--- config.mk ---
export PLATFORM = sky130hd
export DESIGN_NAME = flag_branch_ctrl_flat
export DESIGN_NICKNAME = d
export VERILOG_FILES = /design/src/rtl/flag_branch_ctrl_pkg.sv /design/src/rtl/flag_branch_ctrl_if.sv /design/src/rtl/flag_branch_ctrl_cond.sv /design/src/rtl/flag_branch_ctrl.sv /design/src/flat_wrapper.sv
export SDC_FILE = /design/constraint.sdc
export NUM_CORES = 1
export LEC_CHECK = 0
export BUFFER_PORTS_ARGS = -buffer_cell sky130_fd_sc_hd__buf_2
export CORE_UTILIZATION = 37
export DETAILED_ROUTE_END_ITERATION = 12
export PLACE_DENSITY = 0.86
export SETUP_SLACK_MARGIN = 0.05
export SLEW_MARGIN = 20
export SYNTH_ARGS = -nofsm -noshare
export SYNTH_HDL_FRONTEND = slang
export SYNTH_SLANG_ARGS = --single-unit
export TNS_END_PERCENT = 10
--- constraint.sdc ---
create_clock -name clk -period 2.95 [get_ports clk]
set_input_delay 0.295 -clock clk [delete_from_list [all_inputs] [get_ports clk]]
set_output_delay 0.295 -clock clk [all_outputs]
set_load 0.01 [all_outputs]
--- src/rtl/flag_branch_ctrl_pkg.sv ---
// cpu_pkg: types and constants shared by the flag/branch control slice.
//   br_type_t : branch kind decoded in ID (none, B, B.cond, CBZ)
//   cond_t    : the 16 condition codes evaluated by B.cond
//   state_t   : flag-scheduling FSM states (RESOLVE, WAIT)
//   FLAG_*    : bit positions of N, Z, C, V inside the 4-bit NZCV vector
//   ZGROUP_W  : group width of the zero-detect NOR tree
package cpu_pkg;

    typedef enum logic [1:0] {
        BR_NONE = 2'b00,
        BR_B    = 2'b01,
        BR_COND = 2'b10,
        BR_CBZ  = 2'b11
    } br_type_t;

    typedef enum logic [3:0] {
        COND_EQ = 4'h0,
        COND_NE = 4'h1,
        COND_CS = 4'h2,
        COND_CC = 4'h3,
        COND_MI = 4'h4,
        COND_PL = 4'h5,
        COND_VS = 4'h6,
        COND_VC = 4'h7,
        COND_HI = 4'h8,
        COND_LS = 4'h9,
        COND_GE = 4'hA,
        COND_LT = 4'hB,
        COND_GT = 4'hC,
        COND_LE = 4'hD,
        COND_AL = 4'hE,
        COND_NV = 4'hF
    } cond_t;

    typedef enum logic {
        RESOLVE = 1'b0,
        WAIT    = 1'b1
    } state_t;

    localparam int FLAG_N = 3;
    localparam int FLAG_Z = 2;
    localparam int FLAG_C = 1;
    localparam int FLAG_V = 0;

    localparam int ZGROUP_W = 16;

    function automatic logic [3:0] pack_nzcv(input logic n, input logic z,
                                             input logic c, input logic v);
        logic [3:0] f;
        f         = '0;
        f[FLAG_N] = n;
        f[FLAG_Z] = z;
        f[FLAG_C] = c;
        f[FLAG_V] = v;
        return f;
    endfunction

endpackage

--- src/rtl/flag_branch_ctrl_if.sv ---
// flag_branch_ctrl_if: groups the EX/ID pipeline inputs and the branch
// control outputs of flag_branch_ctrl.
//   master : pipeline side, drives EX/ID fields, observes flags/branch/stall
//   slave  : flag_branch_ctrl side
// Fields:
//   ex_valid, ex_set_flags, ex_result[DATA_W], ex_carry, ex_overflow
//   id_valid, id_br_type[2], id_cond[4], id_cbz_data[DATA_W]
//   flags[4] (NZCV), br_taken, flag_stall, stall_count[CNT_W]
interface flag_branch_ctrl_if #(
    parameter int DATA_W = 64,
    parameter int CNT_W  = 16
);
    logic              ex_valid;
    logic              ex_set_flags;
    logic [DATA_W-1:0] ex_result;
    logic              ex_carry;
    logic              ex_overflow;
    logic              id_valid;
    logic [1:0]        id_br_type;
    logic [3:0]        id_cond;
    logic [DATA_W-1:0] id_cbz_data;
    logic [3:0]        flags;
    logic              br_taken;
    logic              flag_stall;
    logic [CNT_W-1:0]  stall_count;

    modport master (
        output ex_valid, ex_set_flags, ex_result, ex_carry, ex_overflow,
        output id_valid, id_br_type, id_cond, id_cbz_data,
        input  flags, br_taken, flag_stall, stall_count
    );

    modport slave (
        input  ex_valid, ex_set_flags, ex_result, ex_carry, ex_overflow,
        input  id_valid, id_br_type, id_cond, id_cbz_data,
        output flags, br_taken, flag_stall, stall_count
    );
endinterface

--- src/rtl/flag_branch_ctrl_cond.sv ---
// cond_eval: purely combinational condition-code evaluator.
//   cond  : 4-bit condition code (cond_t encoding)
//   nzcv  : flag vector, bit3=N bit2=Z bit1=C bit0=V
//   taken : 1 when the condition holds
// NV is treated the same as AL (always true).
module cond_eval
    import cpu_pkg::*;
(
    input  logic [3:0] cond,
    input  logic [3:0] nzcv,
    output logic       taken
);

    logic n;
    logic z;
    logic c;
    logic v;

    assign n = nzcv[FLAG_N];
    assign z = nzcv[FLAG_Z];
    assign c = nzcv[FLAG_C];
    assign v = nzcv[FLAG_V];

    always_comb begin
        taken = 1'b0;
        case (cond_t'(cond))
            COND_EQ: taken = z;
            COND_NE: taken = ~z;
            COND_CS: taken = c;
            COND_CC: taken = ~c;
            COND_MI: taken = n;
            COND_PL: taken = ~n;
            COND_VS: taken = v;
            COND_VC: taken = ~v;
            COND_HI: taken = c & ~z;
            COND_LS: taken = ~c | z;
            COND_GE: taken = (n == v);
            COND_LT: taken = (n != v);
            COND_GT: taken = ~z & (n == v);
            COND_LE: taken = z | (n != v);
            COND_AL: taken = 1'b1;
            COND_NV: taken = 1'b1;
            default: taken = 1'b0;
        endcase
    end

endmodule

--- src/rtl/flag_branch_ctrl.sv ---
// flag_branch_ctrl: owns the NZCV flag register and resolves B, B.cond and
// CBZ in ID, scheduling flag availability for B.cond either by forwarding
// the EX-stage flags (FWD_EX_FLAGS=1) or by a one-cycle IF/ID stall.
// Ports:
//   clk   : system clock, all state on rising edge
//   reset : synchronous, active-high
//   bus   : flag_branch_ctrl_if.slave (EX/ID inputs, flags, br_taken,
//           flag_stall, stall_count outputs)
module flag_branch_ctrl
    import cpu_pkg::*;
#(
    parameter int DATA_W       = 64,
    parameter bit FWD_EX_FLAGS = 1'b0,
    parameter int CNT_W        = 16
) (
    input logic               clk,
    input logic               reset,
    flag_branch_ctrl_if.slave bus
);

    localparam int NGRP = (DATA_W + ZGROUP_W - 1) / ZGROUP_W;

    // NOR per 16-bit group, then AND of group results; shared by Z and CBZ.
    function automatic logic is_zero(input logic [DATA_W-1:0] value);
        logic [NGRP*ZGROUP_W-1:0] padded;
        logic [NGRP-1:0]          grp_zero;
        padded             = '0;
        padded[DATA_W-1:0] = value;
        for (int g = 0; g < NGRP; g++) begin
            grp_zero[g] = ~|padded[g*ZGROUP_W +: ZGROUP_W];
        end
        return &grp_zero;
    endfunction

    state_t           state;
    state_t           state_next;
    logic [3:0]       flags_q;
    logic [3:0]       next_flags;
    logic [3:0]       eff_flags;
    logic [CNT_W-1:0] stall_count_q;
    logic             capture;
    logic             cond_hazard;
    logic             cond_taken;
    logic             cbz_zero;
    logic             flag_stall;
    logic             br_taken;

    assign capture    = bus.ex_valid & bus.ex_set_flags;
    assign next_flags = pack_nzcv(bus.ex_result[DATA_W-1], is_zero(bus.ex_result),
                                  bus.ex_carry, bus.ex_overflow);
    assign eff_flags  = (FWD_EX_FLAGS && capture) ? next_flags : flags_q;
    assign cbz_zero   = is_zero(bus.id_cbz_data);

    // A B.cond in ID racing a flag-setter in EX only matters without forwarding.
    assign cond_hazard = !FWD_EX_FLAGS && bus.id_valid &&
                         (br_type_t'(bus.id_br_type) == BR_COND) && capture;

    cond_eval u_cond_eval (
        .cond  (bus.id_cond),
        .nzcv  (eff_flags),
        .taken (cond_taken)
    );

    always_ff @(posedge clk) begin
        if (reset) begin
            state <= RESOLVE;
        end else begin
            state <= state_next;
        end
    end

    // WAIT always falls back to RESOLVE so a held B.cond never re-stalls.
    always_comb begin
        state_next = state;
        case (state)
            RESOLVE: if (cond_hazard) state_next = WAIT;
            WAIT:    state_next = RESOLVE;
            default: state_next = RESOLVE;
        endcase
    end

    always_comb begin
        flag_stall = 1'b0;
        br_taken   = 1'b0;
        if (!reset) begin
            if (state == RESOLVE && cond_hazard) begin
                flag_stall = 1'b1;
            end
            if (bus.id_valid && !flag_stall) begin
                case (br_type_t'(bus.id_br_type))
                    BR_B:    br_taken = 1'b1;
                    BR_COND: br_taken = cond_taken;
                    BR_CBZ:  br_taken = cbz_zero;
                    default: br_taken = 1'b0;
                endcase
            end
        end
    end

    // Reset wins over a capture presented on the same edge.
    always_ff @(posedge clk) begin
        if (reset) begin
            flags_q <= 4'b0000;
        end else if (capture) begin
            flags_q <= next_flags;
        end
    end

    always_ff @(posedge clk) begin
        if (reset) begin
            stall_count_q <= '0;
        end else if (flag_stall && (stall_count_q != {CNT_W{1'b1}})) begin
            stall_count_q <= stall_count_q + CNT_W'(1);
        end
    end

    assign bus.flags       = flags_q;
    assign bus.br_taken    = br_taken;
    assign bus.flag_stall  = flag_stall;
    assign bus.stall_count = stall_count_q;

endmodule

--- src/flat_wrapper.sv ---
// flat-port wrapper written by rule: the top's interface ports become plain ports
module flag_branch_ctrl_flat import cpu_pkg::*;
#(
    parameter int DATA_W       = 64,
    parameter bit FWD_EX_FLAGS = 1'b0,
    parameter int CNT_W        = 16
)
  (clk, reset, bus_ex_valid, bus_ex_set_flags, bus_ex_result, bus_ex_carry, bus_ex_overflow, bus_id_valid, bus_id_br_type, bus_id_cond, bus_id_cbz_data, bus_flags, bus_br_taken, bus_flag_stall, bus_stall_count);
  flag_branch_ctrl_if #(.DATA_W(DATA_W), .CNT_W(CNT_W)) bus_i ();
  input logic clk;
  input logic reset;
  input wire logic [$bits(bus_i.ex_valid)-1:0] bus_ex_valid;
  input wire logic [$bits(bus_i.ex_set_flags)-1:0] bus_ex_set_flags;
  input wire logic [$bits(bus_i.ex_result)-1:0] bus_ex_result;
  input wire logic [$bits(bus_i.ex_carry)-1:0] bus_ex_carry;
  input wire logic [$bits(bus_i.ex_overflow)-1:0] bus_ex_overflow;
  input wire logic [$bits(bus_i.id_valid)-1:0] bus_id_valid;
  input wire logic [$bits(bus_i.id_br_type)-1:0] bus_id_br_type;
  input wire logic [$bits(bus_i.id_cond)-1:0] bus_id_cond;
  input wire logic [$bits(bus_i.id_cbz_data)-1:0] bus_id_cbz_data;
  output wire logic [$bits(bus_i.flags)-1:0] bus_flags;
  output wire logic [$bits(bus_i.br_taken)-1:0] bus_br_taken;
  output wire logic [$bits(bus_i.flag_stall)-1:0] bus_flag_stall;
  output wire logic [$bits(bus_i.stall_count)-1:0] bus_stall_count;
  assign bus_i.ex_valid = bus_ex_valid;
  assign bus_i.ex_set_flags = bus_ex_set_flags;
  assign bus_i.ex_result = bus_ex_result;
  assign bus_i.ex_carry = bus_ex_carry;
  assign bus_i.ex_overflow = bus_ex_overflow;
  assign bus_i.id_valid = bus_id_valid;
  assign bus_i.id_br_type = bus_id_br_type;
  assign bus_i.id_cond = bus_id_cond;
  assign bus_i.id_cbz_data = bus_id_cbz_data;
  assign bus_flags = bus_i.flags;
  assign bus_br_taken = bus_i.br_taken;
  assign bus_flag_stall = bus_i.flag_stall;
  assign bus_stall_count = bus_i.stall_count;
  flag_branch_ctrl #(.DATA_W(DATA_W), .FWD_EX_FLAGS(FWD_EX_FLAGS), .CNT_W(CNT_W)) u_core (.clk(clk), .reset(reset), .bus(bus_i));
endmodule
After elaboration in Yosys (flattened, before gate mapping)
Cells that the tools add are included.
{"block": "classes", "shift": 0, "multipliers": 0, "n_eq_ne": 21, "magnitude_cmp": 0, "n_mux": 9, "bitwise": 10, "div": 0, "n_addsub": 1, "reduce_logical": 26}
{"operator": "OR reduction 16 bit", "n": 8}
{"operator": "== test 4 bit (second input constant)", "n": 8}
{"operator": "adder 16 x 1 -> 16 bit (second input constant)", "n": 1}
{"operator": "== test 4 x 3 -> 1 bit (second input constant)", "n": 4}
{"operator": "inequality test 16 bit (second input constant)", "n": 1}
{"operator": "one-hot mux 1 bit (15 select lines)", "n": 1}
{"operator": "zero test 1 bit", "n": 9}
{"operator": "== test 4 x 2 -> 1 bit (second input constant)", "n": 2}
{"operator": "AND reduction 4 bit", "n": 2}
{"operator": "2-to-1 mux 1 bit", "n": 6}
{"operator": "logical AND 1 bit", "n": 5}
{"operator": "NOT 1 bit", "n": 5}
{"operator": "== test 2 bit (second input constant)", "n": 2}
{"operator": "== test 4 x 1 -> 1 bit (second input constant)", "n": 1}
{"operator": "zero test 4 bit", "n": 1}
{"operator": "AND 1 bit", "n": 3}
{"operator": "one-hot mux 1 bit (3 select lines)", "n": 1}
{"operator": "== test 2 x 1 -> 1 bit (second input constant)", "n": 1}
{"operator": "OR 1 bit", "n": 2}
{"operator": "one-hot mux 1 bit (2 select lines)", "n": 1}
{"operator": "OR reduction 2 bit", "n": 1}
{"operator": "== test 1 bit", "n": 1}
{"operator": "inequality test 1 bit", "n": 1}
{"block": "word_totals", "reg_bits": 21, "latch_bits": 0, "romBits": 0, "mem_bits_rw": 0, "memories": 0, "output_inout_bits": 22}

Longest topological paths before layout
Gate-level depths: netlist of the first run.
{"block": "depth", "ltp_word": 10, "mapped_depth": 6, "mapped_depth_nobuf": 6}

Cells and area by module
From an unflattened synthesis of the first run, not the netlist that was laid out.
{"block": "unflattened", "cells_unflattened": 193, "area_unflattened_um2": 1502.7}
{"module": "flag_branch_ctrl", "area_each_um2": 1301.2, "cells_each": 164, "n_inst": 1}
{"module": "cond_eval", "area_each_um2": 201.4, "cells_each": 29, "n_inst": 1}

Worst setup path before layout of the first run
No wires, ideal clock.
{"block": "synth_path", "kind": "input-to-output", "from": "in bus_id_cond[3]", "to": "out bus_br_taken", "required_time_ps": 2655, "path_buffers": 1, "stages": 5, "arrival_time_ps": 1658, "path_slack_ps": 997, "path_cell_list": "clkbuf_1 or3b_2 mux2i_1 nor4_1 o41ai_1"}
{"block": "synth_between", "elab_chain_cells": 6}
{"element": "start, declared", "line_no": "flat_wrapper.sv:19", "text": "input wire logic [$bits(bus_i.id_cond)-1:0] bus_id_cond;"}
{"element": "== test 4 bit", "line_no": "flag_branch_ctrl_cond.sv:26", "text": "case (cond_t'(cond))"}
{"element": "OR reduction 2 bit (no source line)"}
{"element": "one-hot mux 1 bit (15 select lines) (*)", "line_no": "flag_branch_ctrl_cond.sv:26"}
{"element": "one-hot mux 1 bit (3 select lines) (*)", "line_no": "flag_branch_ctrl.sv:90", "text": "case (br_type_t'(bus.id_br_type))"}
{"element": "2-to-1 mux 1 bit (*)", "line_no": "flag_branch_ctrl.sv:89", "text": "if (bus.id_valid && !flag_stall) begin"}
{"element": "2-to-1 mux 1 bit (*)", "line_no": "flag_branch_ctrl.sv:85", "text": "if (!reset) begin"}
{"element": "end, declared", "line_no": "flat_wrapper.sv:22", "text": "output wire logic [$bits(bus_i.br_taken)-1:0] bus_br_taken;"}
Every way passes the cells marked *; elsewhere a longest branch is shown, timed or not.

Worst setup path after layout of the first run
{"block": "layout_path", "from": "reg u_core.flags_q[3], in the netlist u_core.bus.flags[3]", "to": "out bus_br_taken"}
{"block": "layout_between", "elab_chain_cells": 6}
{"element": "start, declared", "line_no": "flag_branch_ctrl.sv:37", "text": "logic [3:0] flags_q;"}
{"element": "start signal, assigned", "line_no": "flag_branch_ctrl.sv:105", "text": "flags_q <= next_flags;"}
{"element": "inequality test 1 bit or == test 1 bit (tied branches)"}
{"element": "OR 1 bit or AND 1 bit (tied branches)", "line_no": "flag_branch_ctrl_cond.sv:40, flag_branch_ctrl_cond.sv:39"}
{"element": "one-hot mux 1 bit (15 select lines) (*)", "line_no": "flag_branch_ctrl_cond.sv:26"}
{"element": "one-hot mux 1 bit (3 select lines) (*)", "line_no": "flag_branch_ctrl.sv:90"}
{"element": "2-to-1 mux 1 bit (*)", "line_no": "flag_branch_ctrl.sv:89"}
{"element": "2-to-1 mux 1 bit (*)", "line_no": "flag_branch_ctrl.sv:85"}
Marked as above.

==> results of run 1 <==
-- state kept, by name, indices dropped and copies added (netlist names) --
| signal | count |
|---|---|
| u_core.state | 1 |
| u_core.bus.stall_count | 16 |
| u_core.bus.flags | 4 |
-- critical path, cell delays in order (launching register included) --
cell and delay, ps:
sky130_fd_sc_hd__dfxtp_1 470, sky130_fd_sc_hd__xor2_1 110, sky130_fd_sc_hd__o22ai_1 160, sky130_fd_sc_hd__mux2i_1 220, sky130_fd_sc_hd__nor4_1 70, sky130_fd_sc_hd__o41ai_1 410, sky130_fd_sc_hd__buf_2 210
-- final timing paths --
path | end | cells after the start
max reg2reg | u_core.bus.stall_count[0] | 4
max | bus_br_taken | 6
min | u_core.bus.flags[1] | 3
min reg2reg | u_core.bus.stall_count[15] | 2
-- final cells by class --
type | count | area, sq um
Inverter | 3 | 11.3
Tap cell | 48 | 60.1
Clock buffer | 4 | 45.0
Fill cell | 353 | 1380
Multi-Input combinational cell | 160 | 1020
Timing Repair Buffer | 162 | 811
Sequential cell | 21 | 420
-- metal layers --
layer  part of all wire [%]  wire [um]  track usage [%]  up-vias
met1                     43       2180             29.4      947
met5                      0          0                0        -
met4                    1.1         56             8.70        0
met2                     49       2480             38.7       92
li1                       -          -                -     1066
met3                    7.3        369             3.13       10
-- power groups by stage --
stage | Combinational [mW] | Clock (mW) | Sequential (mW)
6_report | 0.142 | 0.186 | 0.290
5_1_grt | 0.156 | 0.198 | 0.290
4_1_cts | 0.143 | 0.188 | 0.289
3_5_place_dp | 0.142 | 0 | 0.296
3_3_place_gp | 0.139 | 0 | 0.296
2_1_floorplan | 0.0386 | 0 | 0.296
-- logic make-up (layout without fill, tap and decap cells) --
logic type / count (synthesis) / after routing / share of synthesized area, %
simple gates: 115 / 115 / 45.6
xor+xnor: 13 / 13 / 7.72
fa+ha+maj: 1 / 1 / 0.848
buf+inv: 9 / 169 / 2.29
flops: 21 / 21 / 28.5
mux: 5 / 5 / 3.48
compound gates: 26 / 26 / 11.5
-- placed cells by master (no fill, tap or decap) --
cell,count
sky130_fd_sc_hd__o21ai_0,3
sky130_fd_sc_hd__nand2_1,10
sky130_fd_sc_hd__o2111ai_1,1
sky130_fd_sc_hd__a211oi_1,3
sky130_fd_sc_hd__o211ai_1,4
sky130_fd_sc_hd__dfxtp_1,21
sky130_fd_sc_hd__nor2_1,22
sky130_fd_sc_hd__ha_1,1
sky130_fd_sc_hd__nand2b_1,1
sky130_fd_sc_hd__nor3_1,6
sky130_fd_sc_hd__nand4b_1,1
sky130_fd_sc_hd__clkbuf_8,3
sky130_fd_sc_hd__a2111oi_0,1
sky130_fd_sc_hd__nand3_1,10
sky130_fd_sc_hd__nor4_1,31
sky130_fd_sc_hd__inv_1,3
sky130_fd_sc_hd__nor4bb_1,1
sky130_fd_sc_hd__buf_2,162
sky130_fd_sc_hd__or3_1,3
sky130_fd_sc_hd__and2_1,3
sky130_fd_sc_hd__o41ai_1,2
sky130_fd_sc_hd__and3_1,2
sky130_fd_sc_hd__a21oi_1,8
sky130_fd_sc_hd__xor2_1,6
sky130_fd_sc_hd__or3b_2,1
sky130_fd_sc_hd__and4bb_2,1
sky130_fd_sc_hd__nand3b_1,4
sky130_fd_sc_hd__mux2_2,1
sky130_fd_sc_hd__o31a_1,1
sky130_fd_sc_hd__xnor2_1,7
sky130_fd_sc_hd__o22ai_1,1
sky130_fd_sc_hd__nand4bb_4,1
sky130_fd_sc_hd__or2_2,2
sky130_fd_sc_hd__clkbuf_1,1
sky130_fd_sc_hd__and4b_1,1
sky130_fd_sc_hd__nor3b_1,2
sky130_fd_sc_hd__a31oi_1,2
sky130_fd_sc_hd__nand4_1,8
sky130_fd_sc_hd__or4_1,5
sky130_fd_sc_hd__mux2i_1,4
-- metrics by stage --
stage               power [mW]  util [%]  instances
floorplan                0.335         -        190
global placement         0.435      62.1        394
detailed placement       0.438      62.1        394
CTS                      0.620      63.3        398
global route             0.644      63.3        398
finish                   0.618      63.3        398
==> impl_metrics.yaml, run 1 <==
global_route:
  final_global_route_overflow_total: 0
  grtUsageTotal_pct: 22.9
  via_count_of_the_first_global_routing_pass: 1811
  antenna_found_initial: 0
  grt_pass1_wl_um: 7710
  largest_net_degree_at_the_start_of_global_routing: 23
floorplan:
  coreArea_sq_um: 3740
  floorplan.initialDensity_pct: 39.4
  die_h_um: 65.1
  die_area_sq_um: 4240
  fp-row-count: 22
  top_level_ports: 163
  fp.dieW_um: 65.1
run:
  maxCapViolCount: 0
cts:
  post_cts_resize_count: 0
  clkTransAtPathRegs_ps: 70
  cts_max_path_buffers: 2
  clock_tree_from_tritoncts: "done"
  cts.htree.levels: 1
  cts.repair_timing.setup_buffer_count: 0
  numCtsBuffers: 3
  clock_sinks: 21
  clk_root_buffer_cell: "sky130_fd_sc_hd__clkbuf_8"
  postCtsHoldBufs: 0
  clock_insertion_delay_worst_skew_ps: 260
setup_path:
  arrival_ps: 1910
  start_kind: "flop"
  critPathLaunch: "u_core.bus.flags[3]"
  path_max_fanout: 8
  timing.critical_path.required_ps: 2650
  r2r_slack_ps: 930
  end_kind: "output port"
  critical_path.reg2reg.startpoint: "u_core.bus.stall_count[13]"
  setup.worst_path.class: "flop to output port"
min_path:
  hold_path.class: "input pin to flop"
  hp-start: "bus_ex_carry"
power_and_ir_drop:
  ir_worst_vdd_mv: 0.336
  cellPowerDensity_nw_per_um2: 261
  comb_power_share_pct: 23.1
  power_switching_share_pct: 24.2
  power_leakage_nw: 1.11
  cellInternalPower_uw: 468
  clock_power_share_pct: 30.1
  p_switching_uw: 150
  power.share.sequential_pct: 46.9
yosys:
  postSynth.topFlopCell: "sky130_fd_sc_hd__dfxtp_1"
  post-synth-top-count-cell: "sky130_fd_sc_hd__nor4_1"
  synth_top_area_share_pct: 28.5
  postSynthNetCount: 332
  synthDominantAreaCellType: "sky130_fd_sc_hd__dfxtp_1"
  syn_inst: 190
  synth-edff-count: 0
  postSynthRegisterBits: 21
  synth.lib_cells_used.distinct: 38
  post_synth_instance_area_sq_um: 1480
  async_reset_ff_share_pct: 0
  yosysSeqAreaShare_pct: 28.5
  ys_warn_count: 0
  postSynthAreaPerCell_sq_um: 7.76
  synth.top_cells.by_count: "sky130_fd_sc_hd__nor4_1 (31), sky130_fd_sc_hd__nor2_1 (22), sky130_fd_sc_hd__dfxtp_1 (21)"
  ys_top_cells_by_area: "sky130_fd_sc_hd__dfxtp_1 (28%), sky130_fd_sc_hd__nor4_1 (13%), sky130_fd_sc_hd__nor2_1 (5.6%), sky130_fd_sc_hd__xnor2_1 (4.2%), sky130_fd_sc_hd__xor2_1 (3.6%)"
drt:
  avgViaCountPerCell: 5.31
  detail-route-antenna-nets: 0
  drt-wirelength-per-cell_um: 12.8
  firstDrtPassIters: 4
  postRouteWirelength_um: 5090
  routed-via-count: 2115
  drtIter0Drc: 115
  post-route-drc-count: 0
timing:
  fin_ws_ps: 746
  max_slew.worst_pin.slew_ps: 854
  worst_slew_margin_rel_pct: 42.7
  achievable-frequency_ghz: 0.454
  finalHoldWorstSlack_ps: 299
  setup-violations-final: 0
  rsz0062_at_grt: "no"
  final_min_period_over_clock_period_pct: 74.7
  setup-tns-final_ps: 0
  skew_ps: 2.71
  slew_violations: 0
  timing_hold_violations_final: 0
  period_minus_slack_ps: 2200
placed_design:
  place_hpwl_um: 4220
  place_congestion: 0.875
  place_ws_ps: 883
  io_buffer_count: 162
  dpl_cell_area_sq_um: 2320
cells_and_area:
  layout-drive-gt1-share_pct: 48.9
  final_design_area_no_fill_sq_um: 2370
  antenna-diode-count: 0
  net_count_final: 493
  flow.area_growth_from_synthesis_pct: 60.6
run_status:
  result_of_the_run: "finished, final reports clean"
Note: power is estimated with default switching activity, not from simulation.
==> run 2, diff against run 1 <==
ABC_AREA = 1   (was not set)
CORE_UTILIZATION = 34   (was 37)
PLACE_DENSITY = 0.77   (was 0.86)
clock period = 1.8 ns   (was 2.95 ns; I/O delays follow)
==> run 2 against run 1 <==
Effect of this change: area after synthesis grew 21%; count of clock-buffer cells in the layout is 1 lower; cell area increased by 17%; global-route usage fell by 1.7 points; core utilization down 6.6 points; critical path type is now flop to flop; clock skew shrank 0.97 ps; largest cell class unchanged; critical endpoint is now u_core.bus.stall_count[15]; clock power grew 68%; via count up 21%; die area rose by 31%.
==> impl_metrics.yaml, run 2 <==
yosys:
  synth_top_area_share_pct: 23.6
  post_synth_instance_area_sq_um: 1780
  postSynthRegisterBits: 21
  ys_warn_count: 0
  synth-edff-count: 0
  ys_top_cells_by_area: "sky130_fd_sc_hd__dfxtp_1 (24%), sky130_fd_sc_hd__nand2_1 (18%), sky130_fd_sc_hd__nor2_1 (18%), sky130_fd_sc_hd__inv_1 (6.1%), sky130_fd_sc_hd__nand3_1 (4.8%)"
  postSynthAreaPerCell_sq_um: 5.59
  synth.lib_cells_used.distinct: 28
  synthDominantAreaCellType: "sky130_fd_sc_hd__dfxtp_1"
  post-synth-top-count-cell: "sky130_fd_sc_hd__nand2_1"
  postSynthNetCount: 461
  async_reset_ff_share_pct: 0
  yosysSeqAreaShare_pct: 23.6
  synth.top_cells.by_count: "sky130_fd_sc_hd__nand2_1 (87), sky130_fd_sc_hd__nor2_1 (86), sky130_fd_sc_hd__inv_1 (29)"
  postSynth.topFlopCell: "sky130_fd_sc_hd__dfxtp_1"
  syn_inst: 319
floorplan:
  top_level_ports: 163
  fp.dieW_um: 74.4
  die_h_um: 74.4
  floorplan.initialDensity_pct: 36.5
  die_area_sq_um: 5540
  coreArea_sq_um: 4880
  fp-row-count: 25
global_route:
  largest_net_degree_at_the_start_of_global_routing: 13
  grtUsageTotal_pct: 21.2
  antenna_found_initial: 0
  via_count_of_the_first_global_routing_pass: 2257
  grt_pass1_wl_um: 9250
  final_global_route_overflow_total: 0
cts:
  clock_sinks: 21
  clkTransAtPathRegs_ps: 80
  clk_root_buffer_cell: "sky130_fd_sc_hd__clkbuf_8"
  clock_insertion_delay_worst_skew_ps: 260
  clock_tree_from_tritoncts: "done"
  numCtsBuffers: 3
  cts_max_path_buffers: 2
  cts.htree.levels: 1
setup_path:
  path_max_fanout: 8
  crit_chain: "ha_1 -> nand3_2 -> nor3_4 -> nand3_2 -> nand2_4 -> clkinvlp_2 -> nand2_1 -> a21oi_2"
  critical_path_buf_inv_count: 1
  max_stage_delay_ps: 370
  start_kind: "flop"
  timing.critical_path.required_ps: 1960
  arrival_ps: 1840
  worstRegToRegCells: 8
  worst-path-stages: 8
  cpMaxStageDelayCell: "sky130_fd_sc_hd__dfxtp_1"
  worst_path_most_repeated_cell: "sky130_fd_sc_hd__nand3_2"
  setup.worst_path.class: "flop to flop"
  end_kind: "flop"
  cpLargestDelayFamily: "simple AND/OR/NAND/NOR gates"
placed_design:
  place_congestion: 0.881
  place_ws_ps: 140
  io_buffer_count: 162
  place_hpwl_um: 5050
  dp_cells: 548
cells_and_area:
  net_count_final: 631
  flow.area_growth_from_synthesis_pct: 55.0
  antenna-diode-count: 0
  layout-drive-gt1-share_pct: 40.0
  mostFrequentLayoutCells: "sky130_fd_sc_hd__buf_2 (162), sky130_fd_sc_hd__nand2_1 (87), sky130_fd_sc_hd__nor2_1 (86)"
  filler_cell_count: 500
  largest_register_ff_count: 16
  final_common_cell: "sky130_fd_sc_hd__buf_2"
  utilization_pct: 56.6
  layout.cells.non_filler: 555
timing:
  setup-tns-final_ps: 0
  skew_ps: 1.74
  fin_ws_ps: 120
  final_min_period_over_clock_period_pct: 93.3
  period_minus_slack_ps: 1680
  worst_slew_margin_rel_pct: 72.2
  slew_violations: 0
  finalHoldWorstSlack_ps: 188
  achievable-frequency_ghz: 0.595
  max_slew.worst_pin.slew_ps: 412
  rsz0062_at_grt: "yes"
  setup-violations-final: 0
  timing_hold_violations_final: 0
run_status:
  result_of_the_run: "finished, final reports clean"
drt:
  avgViaCountPerCell: 4.61
  detail-route-antenna-nets: 0
  drtIter0Drc: 92
  postRouteWirelength_um: 6060
  post-route-drc-count: 0
  routed-via-count: 2558
  firstDrtPassIters: 4
  drt-wirelength-per-cell_um: 10.9
power_and_ir_drop:
  cellPowerDensity_nw_per_um2: 386
  power_leakage_nw: 1.37
  ir_worst_vdd_mv: 0.396
min_path:
  hold_depth: 3
  hold_path.class: "input pin to flop"
run:
  maxCapViolCount: 0
[run 2: cell count changes in the layout (fill, tap and decap cells not counted), sizes merged, moves of 7 or more]
| cell | before | now |
|---|---|---|
| nor4 | 31 | 7 |
| o21ai | 3 | 15 |
| nand2 | 10 | 90 |
| inv | 3 | 29 |
| nand3 | 10 | 19 |
| buf | 162 | 169 |
| a21oi | 8 | 17 |
| nor2 | 22 | 86 |
[run 2: through the flow]
stage          total power, mW  cell area, sq um
2_1_floorplan            0.582              1780
5_1_grt                   1.14              2760
6_report                  1.07              2760
3_3_place_gp             0.756              2680
4_1_cts                   1.08              2720
3_5_place_dp             0.763              2680
[run 2: cells by family (layout without fill, tap and decap cells)]
logic type,count (synthesis),in the layout,synth area share [%]
compound gates,33,33,10.7
xor+xnor,6,6,2.95
fa+ha+maj,1,1,0.702
buf+inv,35,204,8.49
flops,21,21,23.6
simple gates,223,223,53.5
[run 2: cell type report]
type,instances,area [sq um],share of cell area (%)
sequential,21,424,15.3
clock buffer,3,41.3,1.49
timing repair buffer,169,863,31.2
tap,67,83.8,3.03
inverter,30,116,4.21
timing repair inverter,1,5.00,0.181
clock inverter,1,5.00,0.181
multi-input combinational,263,1220,44.3
[run 2: tightest hold or removal path, stage by stage]
cell                      delay (ps)
sky130_fd_sc_hd__buf_2            70
sky130_fd_sc_hd__o21ai_0          70
sky130_fd_sc_hd__a21oi_1         100
[run 2: path summary, 6_finish.rpt]
| check | from | to | slack, ps |
|---|---|---|---|
| worst max register to register | u_core.bus.stall_count[1] | u_core.bus.stall_count[15] | 120 |
| worst max-delay path | u_core.bus.stall_count[1] | u_core.bus.stall_count[15] | 120 |
| worst min register to register | u_core.bus.stall_count[1] | u_core.bus.stall_count[1] | 510 |
| worst min-delay path | bus_ex_overflow | u_core.bus.flags[0] | 190 |
[run 2: metal layers]
| layer | track usage, % | vias to the layer above | share of wire [%] |
|---|---|---|---|
| li1 | - | 1356 | - |
| met1 | 23.7 | 1096 | 41 |
| met2 | 41.2 | 97 | 51 |
| met3 | 2.44 | 9 | 6.6 |
| met4 | 6.71 | 0 | 1.4 |
| met5 | 0 | - | 0 |
[run 2: where the power goes]
part           leakage [nW]  switching (mW)  internal, mW
sequential            0.171         0.00549         0.470
clock                0.0255           0.158         0.154
combinational          1.18           0.125         0.155
[run 2: timing repair]
item / 4_1_cts / 5_1_grt
buffers inserted: 0 / 2
endpoints found under the hold margin: 0 / 0
gates resized for setup: 0 / 8
endpoints found under the setup margin: 0 / 17
hold buffers: 0 / 0
